<file path="config.mk">
export PLATFORM = sky130hd
export DESIGN_NAME = mem_arbiter
export DESIGN_NICKNAME = d
export VERILOG_FILES = /design/src/rtl/mem_arbiter_pkg.sv /design/src/rtl/arb_timer.sv /design/src/rtl/mem_arbiter.sv
export SDC_FILE = /design/constraint.sdc
export NUM_CORES = 1
export LEC_CHECK = 0
export ABC_AREA = 1
export CORE_MARGIN = 2
export CORE_UTILIZATION = 41
export DETAILED_ROUTE_END_ITERATION = 6
export PLACE_DENSITY = 0.8
export RECOVER_POWER = 100
export SLEW_MARGIN = 40
export SYNTH_ARGS = -nofsm -noshare
export SYNTH_HDL_FRONTEND = slang
export SYNTH_SLANG_ARGS = --single-unit
</file>
<file path="constraint.sdc">
create_clock -name clk -period 2.1 [get_ports clk]
set_input_delay 0.315 -clock clk [delete_from_list [all_inputs] [get_ports clk]]
set_output_delay 0.315 -clock clk [all_outputs]
set_load 0.02 [all_outputs]
</file>
<file path="src/rtl/mem_arbiter_pkg.sv">
// Shared definitions for the instruction/data memory arbiter and its timer.
package mem_arbiter_pkg;

  // Arbiter states; the encoding is shared with other bus masters.
  typedef enum logic [2:0] {
    ST_IDLE   = 3'd0,
    ST_BUSY_I = 3'd1,
    ST_BUSY_D = 3'd2,
    ST_DONE_I = 3'd3,
    ST_DONE_D = 3'd4
  } state_t;

  // Default number of BUSY cycles without an ack before an access is aborted.
  localparam int TIMEOUT_DEFAULT = 15;

  // Width of the busy-cycle timer.
  localparam int TIMER_W = 8;

  // True while a memory access is outstanding.
  function automatic logic is_busy(input state_t s);
    return (s == ST_BUSY_I) || (s == ST_BUSY_D);
  endfunction

endpackage

</file>
<file path="src/rtl/arb_timer.sv">
// Saturating busy-cycle counter; expired flags the edge on which the count reaches LIMIT.
module arb_timer
  import mem_arbiter_pkg::*;
#(
  parameter logic [TIMER_W-1:0] LIMIT = TIMER_W'(TIMEOUT_DEFAULT)
) (
  input  logic clk,
  input  logic rst,
  input  logic clr,
  input  logic en,
  output logic expired
);

  logic [TIMER_W-1:0] count_q, count_d;

  // Next count: clear wins, otherwise count up while enabled and stop at all-ones.
  always_comb begin
    count_d = count_q;
    if (clr) begin
      count_d = '0;
    end else if (en && (count_q != '1)) begin
      count_d = count_q + 1'b1;
    end
  end

  // Count register.
  always_ff @(posedge clk) begin
    if (rst) begin
      count_q <= '0;
    end else begin
      count_q <= count_d;
    end
  end

  // The count starts at 0 in the first busy cycle, so reaching LIMIT on this
  // edge means LIMIT busy cycles have now elapsed.
  assign expired = en && !clr && (count_d == LIMIT);

endmodule

</file>
<file path="src/rtl/mem_arbiter.sv">
// Fixed-priority arbiter sharing one slow memory between the IF and MEM ports.
module mem_arbiter
  import mem_arbiter_pkg::*;
#(
  parameter int TIMEOUT = TIMEOUT_DEFAULT
) (
  input  logic        clk,
  input  logic        rst,
  input  logic        inst_cs,
  input  logic [31:0] inst_addr,
  output logic [31:0] inst_dout,
  output logic        inst_stall,
  input  logic        data_cs,
  input  logic        data_we,
  input  logic [31:0] data_addr,
  input  logic [31:0] data_din,
  output logic [31:0] data_dout,
  output logic        data_stall,
  output logic        mem_cs,
  output logic        mem_we,
  output logic [31:0] mem_addr,
  output logic [31:0] mem_din,
  input  logic [31:0] mem_dout,
  input  logic        mem_ack,
  output logic        bus_err
);

  state_t      state_q, state_d;
  logic [31:0] addr_q, addr_d;
  logic [31:0] din_q, din_d;
  logic        we_q, we_d;
  logic [31:0] inst_dout_q, inst_dout_d;
  logic [31:0] data_dout_q, data_dout_d;
  logic        bus_err_q, bus_err_d;
  logic        busy;
  logic        expired;

  assign busy = is_busy(state_q);

  arb_timer #(
    .LIMIT(TIMER_W'(TIMEOUT))
  ) u_timer (
    .clk    (clk),
    .rst    (rst),
    .clr    (!busy),
    .en     (busy),
    .expired(expired)
  );

  // Next-state and datapath: grant in IDLE (data first), wait for ack or timeout in BUSY.
  always_comb begin
    state_d     = state_q;
    addr_d      = addr_q;
    din_d       = din_q;
    we_d        = we_q;
    inst_dout_d = inst_dout_q;
    data_dout_d = data_dout_q;
    bus_err_d   = 1'b0;
    case (state_q)
      ST_IDLE: begin
        // Data belongs to the older instruction, so it always wins a tie.
        if (data_cs) begin
          addr_d  = data_addr;
          din_d   = data_din;
          we_d    = data_we;
          state_d = ST_BUSY_D;
        end else if (inst_cs) begin
          addr_d  = inst_addr;
          we_d    = 1'b0;
          state_d = ST_BUSY_I;
        end
      end
      ST_BUSY_I, ST_BUSY_D: begin
        // An ack on the expiry cycle still counts as a successful access.
        if (mem_ack) begin
          if (state_q == ST_BUSY_I) begin
            inst_dout_d = mem_dout;
            state_d     = ST_DONE_I;
          end else begin
            if (!we_q) begin
              data_dout_d = mem_dout;
            end
            state_d = ST_DONE_D;
          end
        end else if (expired) begin
          bus_err_d = 1'b1;
          if (state_q == ST_BUSY_I) begin
            inst_dout_d = '0;
            state_d     = ST_DONE_I;
          end else begin
            data_dout_d = '0;
            state_d     = ST_DONE_D;
          end
        end
      end
      // Requests are not sampled in DONE, so a held cs is not re-issued here.
      ST_DONE_I, ST_DONE_D: state_d = ST_IDLE;
      default:              state_d = ST_IDLE;
    endcase
  end

  // State and datapath registers.
  always_ff @(posedge clk) begin
    if (rst) begin
      state_q     <= ST_IDLE;
      addr_q      <= '0;
      din_q       <= '0;
      we_q        <= 1'b0;
      inst_dout_q <= '0;
      data_dout_q <= '0;
      bus_err_q   <= 1'b0;
    end else begin
      state_q     <= state_d;
      addr_q      <= addr_d;
      din_q       <= din_d;
      we_q        <= we_d;
      inst_dout_q <= inst_dout_d;
      data_dout_q <= data_dout_d;
      bus_err_q   <= bus_err_d;
    end
  end

  assign mem_cs     = busy;
  assign mem_we     = we_q;
  assign mem_addr   = addr_q;
  assign mem_din    = din_q;
  assign inst_dout  = inst_dout_q;
  assign data_dout  = data_dout_q;
  assign bus_err    = bus_err_q;
  assign inst_stall = inst_cs && (state_q != ST_DONE_I);
  assign data_stall = data_cs && (state_q != ST_DONE_D);

endmodule

</file>
==> results of run 1 <==
==> state kept, by name, indices dropped and copies added, names as in the netlist <==
register         cells
data_dout           32
inst_dout           32
mem_addr            32
mem_din             32
u_timer.count_q      8
state_q              3
bus_err              1
mem_we               1
==> cells in the final DEF, fill, tap and decap left out, types with 2 or more instances in the layout <==
cell type        instances
inv_6                    2
nand4_1                  2
a21oi_1                100
clkinvlp_4               4
clkinv_4                 3
nor2_2                   2
clkdlybuf4s50_1        131
clkbuf_16               17
buf_4                   10
dlygate4sd2_1            2
nor3_1                   3
nand2_1                287
a31oi_1                 33
clkbuf_8                 2
inv_1                   51
nand3_1                 47
nand2_4                  3
nor2_4                   2
nor2_1                  17
clkinv_2                 2
inv_2                    2
clkbuf_1                 2
nand3_2                  2
nand2_2                  3
dfxtp_1                139
o21ai_0                 33
buf_12                   6
dlygate4sd3_1          130
==> worst paths after layout <==
| check | from | end | slack (ns) | cells after the start |
|---|---|---|---|---|
| max | u_timer.count_q[1] | inst_dout[19] | 0.18 | 15 |
| min | rst | u_timer.count_q[1] | 0.30 | 4 |
| max reg2reg | u_timer.count_q[1] | inst_dout[19] | 0.18 | 15 |
| min reg2reg | mem_din[7] | mem_din[7] | 0.45 | 2 |
==> through the flow <==
step	TNS (ns)	utilization	power [mW]	cells	instance area, um^2
5_1_grt	-0.00855	0.664	10.8	1232	9150
3_5_place_dp	0	0.622	7.67	1201	8560
4_1_cts	0	0.663	10.5	1232	9130
2_1_floorplan	0	-	5.77	792	5720
3_3_place_gp	0	0.622	7.63	1201	8560
6_report	0	0.664	10.3	1232	9150
==> cells by family after synthesis <==
logic type,after synthesis
fa+ha+maj,1
flops,141
simple gates,372
compound gates,169
buf+inv,109
==> power groups by stage <==
stage	sequential, mW	clock (mW)	combinational, mW
finish	3.49	2.85	3.93
CTS	3.50	2.90	4.12
global route	3.55	3.02	4.27
global placement	3.53	0	4.09
floorplan	4.15	0	1.63
detailed placement	3.55	0	4.12
==> worst reg2reg max path: stages (launching register included) <==
cell,delay (ns)
dfxtp_2,0.37
ha_4,0.16
nand2_4,0.08
nor2_4,0.10
nand2_2,0.11
nand2_1,0.08
nand2_1,0.06
nand3_2,0.07
nand2_1,0.09
nor2_2,0.10
nand2_2,0.07
nand2_4,0.09
nand2_2,0.08
buf_12,0.19
nand2_1,0.07
a21oi_1,0.07
==> what timing repair did <==
action	4_1_cts	5_1_grt
endpoints found under the hold margin	0	0
hold buffers	0	0
resized for setup	2	14
gates cloned	0	0
pin swaps	0	0
endpoints found under the setup margin	2	68
==> per-layer routing <==
| layer | up-vias | part of all wire | GRT usage |
|---|---|---|---|
| met5 | - | 0 | 0 |
| met4 | 0 | 0.026 | 0.0984 |
| met3 | 35 | 0.080 | 0.0857 |
| met2 | 223 | 0.48 | 0.392 |
| met1 | 2744 | 0.41 | 0.290 |
| li1 | 3059 | - | - |
==> cell type report <==
type | instances | area, um^2 | share of cell area
clock inverter | 12 | 114 | 0.0124
clock buffer | 19 | 453 | 0.0495
inverter | 54 | 203 | 0.0222
multi-input combinational | 542 | 2470 | 0.270
tap | 180 | 225 | 0.0246
timing repair buffer | 284 | 2850 | 0.312
sequential | 141 | 2830 | 0.309
==> reports/qor.yml, run 1 <==
outcome:
  status: "finished, final reports clean"
power_and_ir_drop:
  p_comb_frac: 0.383
  switching_share: 0.369
  p_int_mw: 6.48
  seq_power_share: 0.340
  p_clk_frac: 0.277
  power_density_mw_per_mm2: 1120
  cellLeakagePower_nw: 3.99
  power.switching_mw: 3.79
  ir_drop_v: 0.000778
timing:
  finalHoldViolations: 0
  period_share: 0.915
  tightest_slew_ns: 0.691
  fmax_mhz: 520
  setup_violations: 0
  setup_slack_ns: 0.178
  timing.hold.ws_ns: 0.304
  period_minus_slack_ns: 1.92
  slew_viol_final: 0
  finClkSkew_ns: 0.0106
  relSlewSlack: 0.539
synth:
  synth_edf_count: 0
  seq_area_frac_synth: 0.494
  synth_top_family_by_area: "simple AND/OR/NAND/NOR gates"
  synthMuxAreaShare: 0
  synth_compound_area_frac: 0.156
  yosys.area.top_type: "dfxtp_1"
  yosys.cell_count.top_type: "nand2_1"
  ys_warn_count: 0
  synth.area.top_cells: "dfxtp_1 (49%), nand2_1 (19%), a21oi_1 (8.8%), nand3_1 (4.0%), a31oi_1 (3.6%)"
  netlist.area_leader.share: 0.494
  synth_nets: 927
  synthTopCellsByCount: "nand2_1 (286), dfxtp_1 (141), a21oi_1 (101)"
  synthCells: 792
  synth_xor_area_frac: 0
  ys_seq_elements: 141
  syn_avg_cell_area_um2: 7.22
  synthFlopType: "dfxtp_1"
  async_reset_ff_frac: 0
  synth_fa_ha_area_frac: 0.00219
  synthesis.area_mm2: 0.00572
  ys_types: 28
  synth-simple-area-share: 0.269
layout:
  fill_cells: 1207
  final_nets: 1175
  drive_above_1_share: 0.0675
  area_growth_pct: 60.0
  antenna_cells: 0
place:
  io_buffers: 266
  dp_slack_ns: 0.0664
  dp_hpwl_mm: 12.5
  globalplace.congestion: 0.900
worst_setup_path:
  critical_path.cell_chain: "ha_4, nand2_4, nor2_4, nand2_2, nand2_1, nand2_1, nand3_2, nand2_1, nor2_2, nand2_2, nand2_4, nand2_2, buf_12, nand2_1, a21oi_1"
  crit_buf_inv: 1
  cp_max_fo: 22
  cpPeakStageDelay_ns: 0.37
  crit_arrival_ns: 2.20
  critical_path_class: "flop to flop"
  cp_slowest_cell: "dfxtp_2"
  crit_required_ns: 2.38
  startpoint_type: "flop"
  critPathTopFamily: "simple AND/OR/NAND/NOR gates"
  cp_common_cell: "nand2_1"
  end_kind: "flop"
routing:
  drt-wirelength-per-cell_um: 14.4
  drtIter0Drc: 375
  routed_via_density: 4.92
  drc: 0
  antenna_left: 0
  vias: 6061
  drt-total-wl_mm: 17.8
  firstDrtPassIters: 7
floorplanning:
  io_pins: 267
  initial_core_util: 0.415
  die_w_um: 122
  coreArea_mm2: 0.0138
  die_y_um: 122
  rows: 43
  die_area_mm2: 0.0149
global_routing:
  grt_max_degree: 104
  antenna_found_initial: 0
  grt_util_all_layers: 0.241
  grt_pass1_wl_mm: 28.3
  grt-ovfl-total: 0
  grt_pass1_vias: 5669
hold_path:
  hp-class: "primary input to flop"
clock_network:
  cts.path.max_buffers: 2
  tritoncts: "built"
  clk_pin_slew_ns: 0.06
  htreeDepth: 4
  clock_sinks: 141
  clk_latency_ns: 0.42
  cts_root_buf: "clkbuf_16"
  cts_setup_buffers: 0
  cts_buffers: 17
flow_run:
  maxCapViolCount: 0
No activity file was read; power rests on OpenSTA's default activity.
==> run 2: changes to the inputs <==
- CORE_MARGIN: 2 -> 4
==> run 2 against run 1 <==
Net effect: worst hold slack gained 0.027 ns; global-route usage decreased by 1.0 points; routed wire length grew 5.8%; maximum frequency is 3.3% lower; final area hardly changed; clock power is 5% higher; register-to-register slack worse by 0.02 ns; power increased by 3.0%; clock skew rose by 0.0037 ns; first-iteration DRC count rose by 1.6%; final cell count fell by 0.32%; clock-buffer cell count increased by 1.
==> reports/qor.yml, run 2 (synthesis gave the netlist of run 1 again) <==
outcome:
  status: "finished, final reports clean"
global_routing:
  grt_util_all_layers: 0.231  # -0.0104
  grt_pass1_vias: 5795  # +2.2%
  antenna_found_initial: 0  # unchanged
  grt-ovfl-total: 0  # unchanged
  grt_pass1_wl_mm: 29.7  # +4.9%
  grt_max_degree: 68  # -35%
timing:
  period_share: 0.946  # +0.0311
  grt_setup_unrepaired: "true"
  setup_violations: 0  # unchanged
  setup_slack_ns: 0.113  # -0.0653 ns
  slew_viol_final: 0  # unchanged
  tightest_slew_ns: 0.548  # -0.144 ns
  finClkSkew_ns: 0.0143  # +0.00369 ns
  finalHoldViolations: 0  # unchanged
  period_minus_slack_ns: 1.99  # +0.0653 ns
  fmax_mhz: 503  # -3.3%
  relSlewSlack: 0.635  # +0.0959
hold_path:
  hold_path_end: "mem_din[8]"
  min_path_cells: 2  # -2
  hp-class: "primary input to flop"
  min-delay-start: "rst"
floorplanning:
  initial_core_util: 0.425  # +0.00988
  rows: 42  # -2.3%
  die_w_um: 126  # +3.3%
  die_area_mm2: 0.0159  # +6.7%
  die_y_um: 126  # +3.3%
  coreArea_mm2: 0.0135  # -2.3%
  io_pins: 267  # unchanged
power_and_ir_drop:
  ir_drop_v: 0.000779  # +0.12%
  p_comb_frac: 0.387  # +0.004
  switching_share: 0.361  # -0.00746
  cellLeakagePower_nw: 3.63  # -9.1%
  power_density_mw_per_mm2: 1160  # +3.0%
  p_clk_frac: 0.282  # +0.005
  seq_power_share: 0.331  # -0.009
  p_int_mw: 6.76  # +4.2%
  power.switching_mw: 3.82  # +0.90%
clock_network:
  clock_sinks: 141  # unchanged
  hold_buffers: 0  # unchanged
  cts_buffers: 17  # unchanged
  cts_root_buf: "clkbuf_16"
  clk_latency_ns: 0.42  # about the same
  clk_pin_slew_ns: 0.06  # about the same
  htreeDepth: 4  # unchanged
  cts.path.max_buffers: 2  # unchanged
  tritoncts: "built"
worst_setup_path:
  critical_path_class: "primary input to output port"
  cp_common_cell: "clkdlybuf4s50_1"
  r2r_start: "u_timer.count_q[0]"
  worst-path-stages: 4  # -11
  cpPeakStageDelay_ns: 0.67  # +0.30 ns
  crit_required_ns: 1.78  # -0.60 ns
  r2r_cells: 15  # unchanged
  rr_endpoint: "inst_dout[23]"
  reg2reg_slack_ns: 0.16  # -0.02 ns
  cp_slowest_cell: "clkdlybuf4s50_1"
  end_kind: "output port"
  startpoint_type: "primary input"
  crit_buf_inv: 3  # +2
  cp_max_fo: 2  # -91%
  critPathTopFamily: "buffers and inverters"
  critical_path.cell_chain: "clkdlybuf4s50_1, inv_1, a31oi_1, clkdlybuf4s50_1"
  crit_arrival_ns: 1.67  # -0.53 ns
layout:
  drive_above_1_share: 0.0684  # +0.000951
  final_area_mm2: 0.00915  # about the same
  multi_input_area_mm2: 0.00248  # +0.15%
  area_growth_pct: 59.9  # about the same
  fill_cells: 1154  # -4.4%
  final_common_cell: "nand2_1"
  mostFrequentLayoutCells: "nand2_1 (286), clkdlybuf4s50_1 (262), dfxtp_1 (139)"
  final_nets: 1174  # -0.085%
  seqCellArea_mm2: 0.00283  # about the same
  fin_cells: 1228  # -0.32%
  antenna_cells: 0  # unchanged
routing:
  routed_via_density: 4.90  # -0.40%
  vias: 6017  # -0.73%
  drc: 0  # unchanged
  drt-total-wl_mm: 18.8  # +5.8%
  drt-wirelength-per-cell_um: 15.3  # +6.1%
  antenna_left: 0  # unchanged
  firstDrtPassIters: 5  # -2
  drtIter0Drc: 381  # +1.6%
place:
  globalplace.congestion: 0.904  # +0.52%
  placed_cell_area_mm2: 0.00852  # -0.44%
  dp_slack_ns: 0.102  # +0.0352 ns
  dp_hpwl_mm: 13.4  # +7.7%
  dp.cells: 1196  # -0.42%
  io_buffers: 266  # unchanged
flow_run:
  maxCapViolCount: 0  # unchanged
run 2: stage by stage:
| stage | util | hold slack, ns | power, mW | setup TNS [ns] |
|---|---|---|---|---|
| finish | 0.680 | 0.332 | 10.6 | 0 |
| global route | 0.680 | 0.337 | 11.2 | -0.0814 |
| CTS | 0.678 | 0.325 | 10.6 | 0 |
| detailed placement | 0.634 | 0.451 | 7.63 | 0 |
| global placement | 0.634 | 0.446 | 7.59 | 0 |
| floorplan | - | 0.474 | 5.77 | 0 |
run 2: worst max path at each step:
stage	startpoint	to	slack [ns]
6_report	inst_cs	inst_stall	0.11
5_1_grt	u_timer.count_q[0]	inst_dout[23]	-0.02
4_1_cts	state_q[0]	data_stall	0.08
3_5_place_dp	u_timer.count_q[0]	data_dout[23]	0.10
3_3_place_gp	inst_cs	inst_stall	0.12
2_1_floorplan	u_timer.count_q[0]	inst_dout[10]	0.34
run 2: cell type report:
cell class	count	area share
Sequential cell	141	0.309
Clock buffer	20	0.0499
Tap cell	176	0.0241
Multi-Input combinational cell	542	0.271
Timing Repair Buffer	283	0.309
Inverter	54	0.0222
Clock inverter	12	0.0150
run 2: per-layer routing:
metal | global-route usage | wire length, um
met5 | 0 | 0
met4 | 0.100 | 592
met3 | 0.0864 | 1490
met2 | 0.388 | 9390
met1 | 0.262 | 7330
run 2: timing repair:
item,CTS,global route
gates resized for setup,1,7
setup endpoints to repair,1,65
gates cloned,0,0
setup buffers,0,0
run 2: worst register-to-register path, delay by kind of cell, from the launching register on:
family,cells,cell delay (ns)
and+or+nand+nor,11,0.98
adders and majority gates,1,0.17
AOI/OAI and AO/OA,1,0.06
buffers and inverters,2,0.24
DFF,1,0.35
run 2: power groups by stage:
stage                     Clock [mW]  Combinational (mW)  Sequential, mW
final                           2.98                4.10            3.50
after CTS                       3.04                4.09            3.50
after global routing            3.17                4.41            3.57
after global placement             0                4.07            3.53
after detailed placement           0                4.09            3.54
after floorplan                    0                1.63            4.15
==> run 3: changes to the inputs <==
- CTS_CLUSTER_DIAMETER: not set -> 200
==> results of run 3 <==
The final DEF is identical to that of run 2; final timing and power are the same.
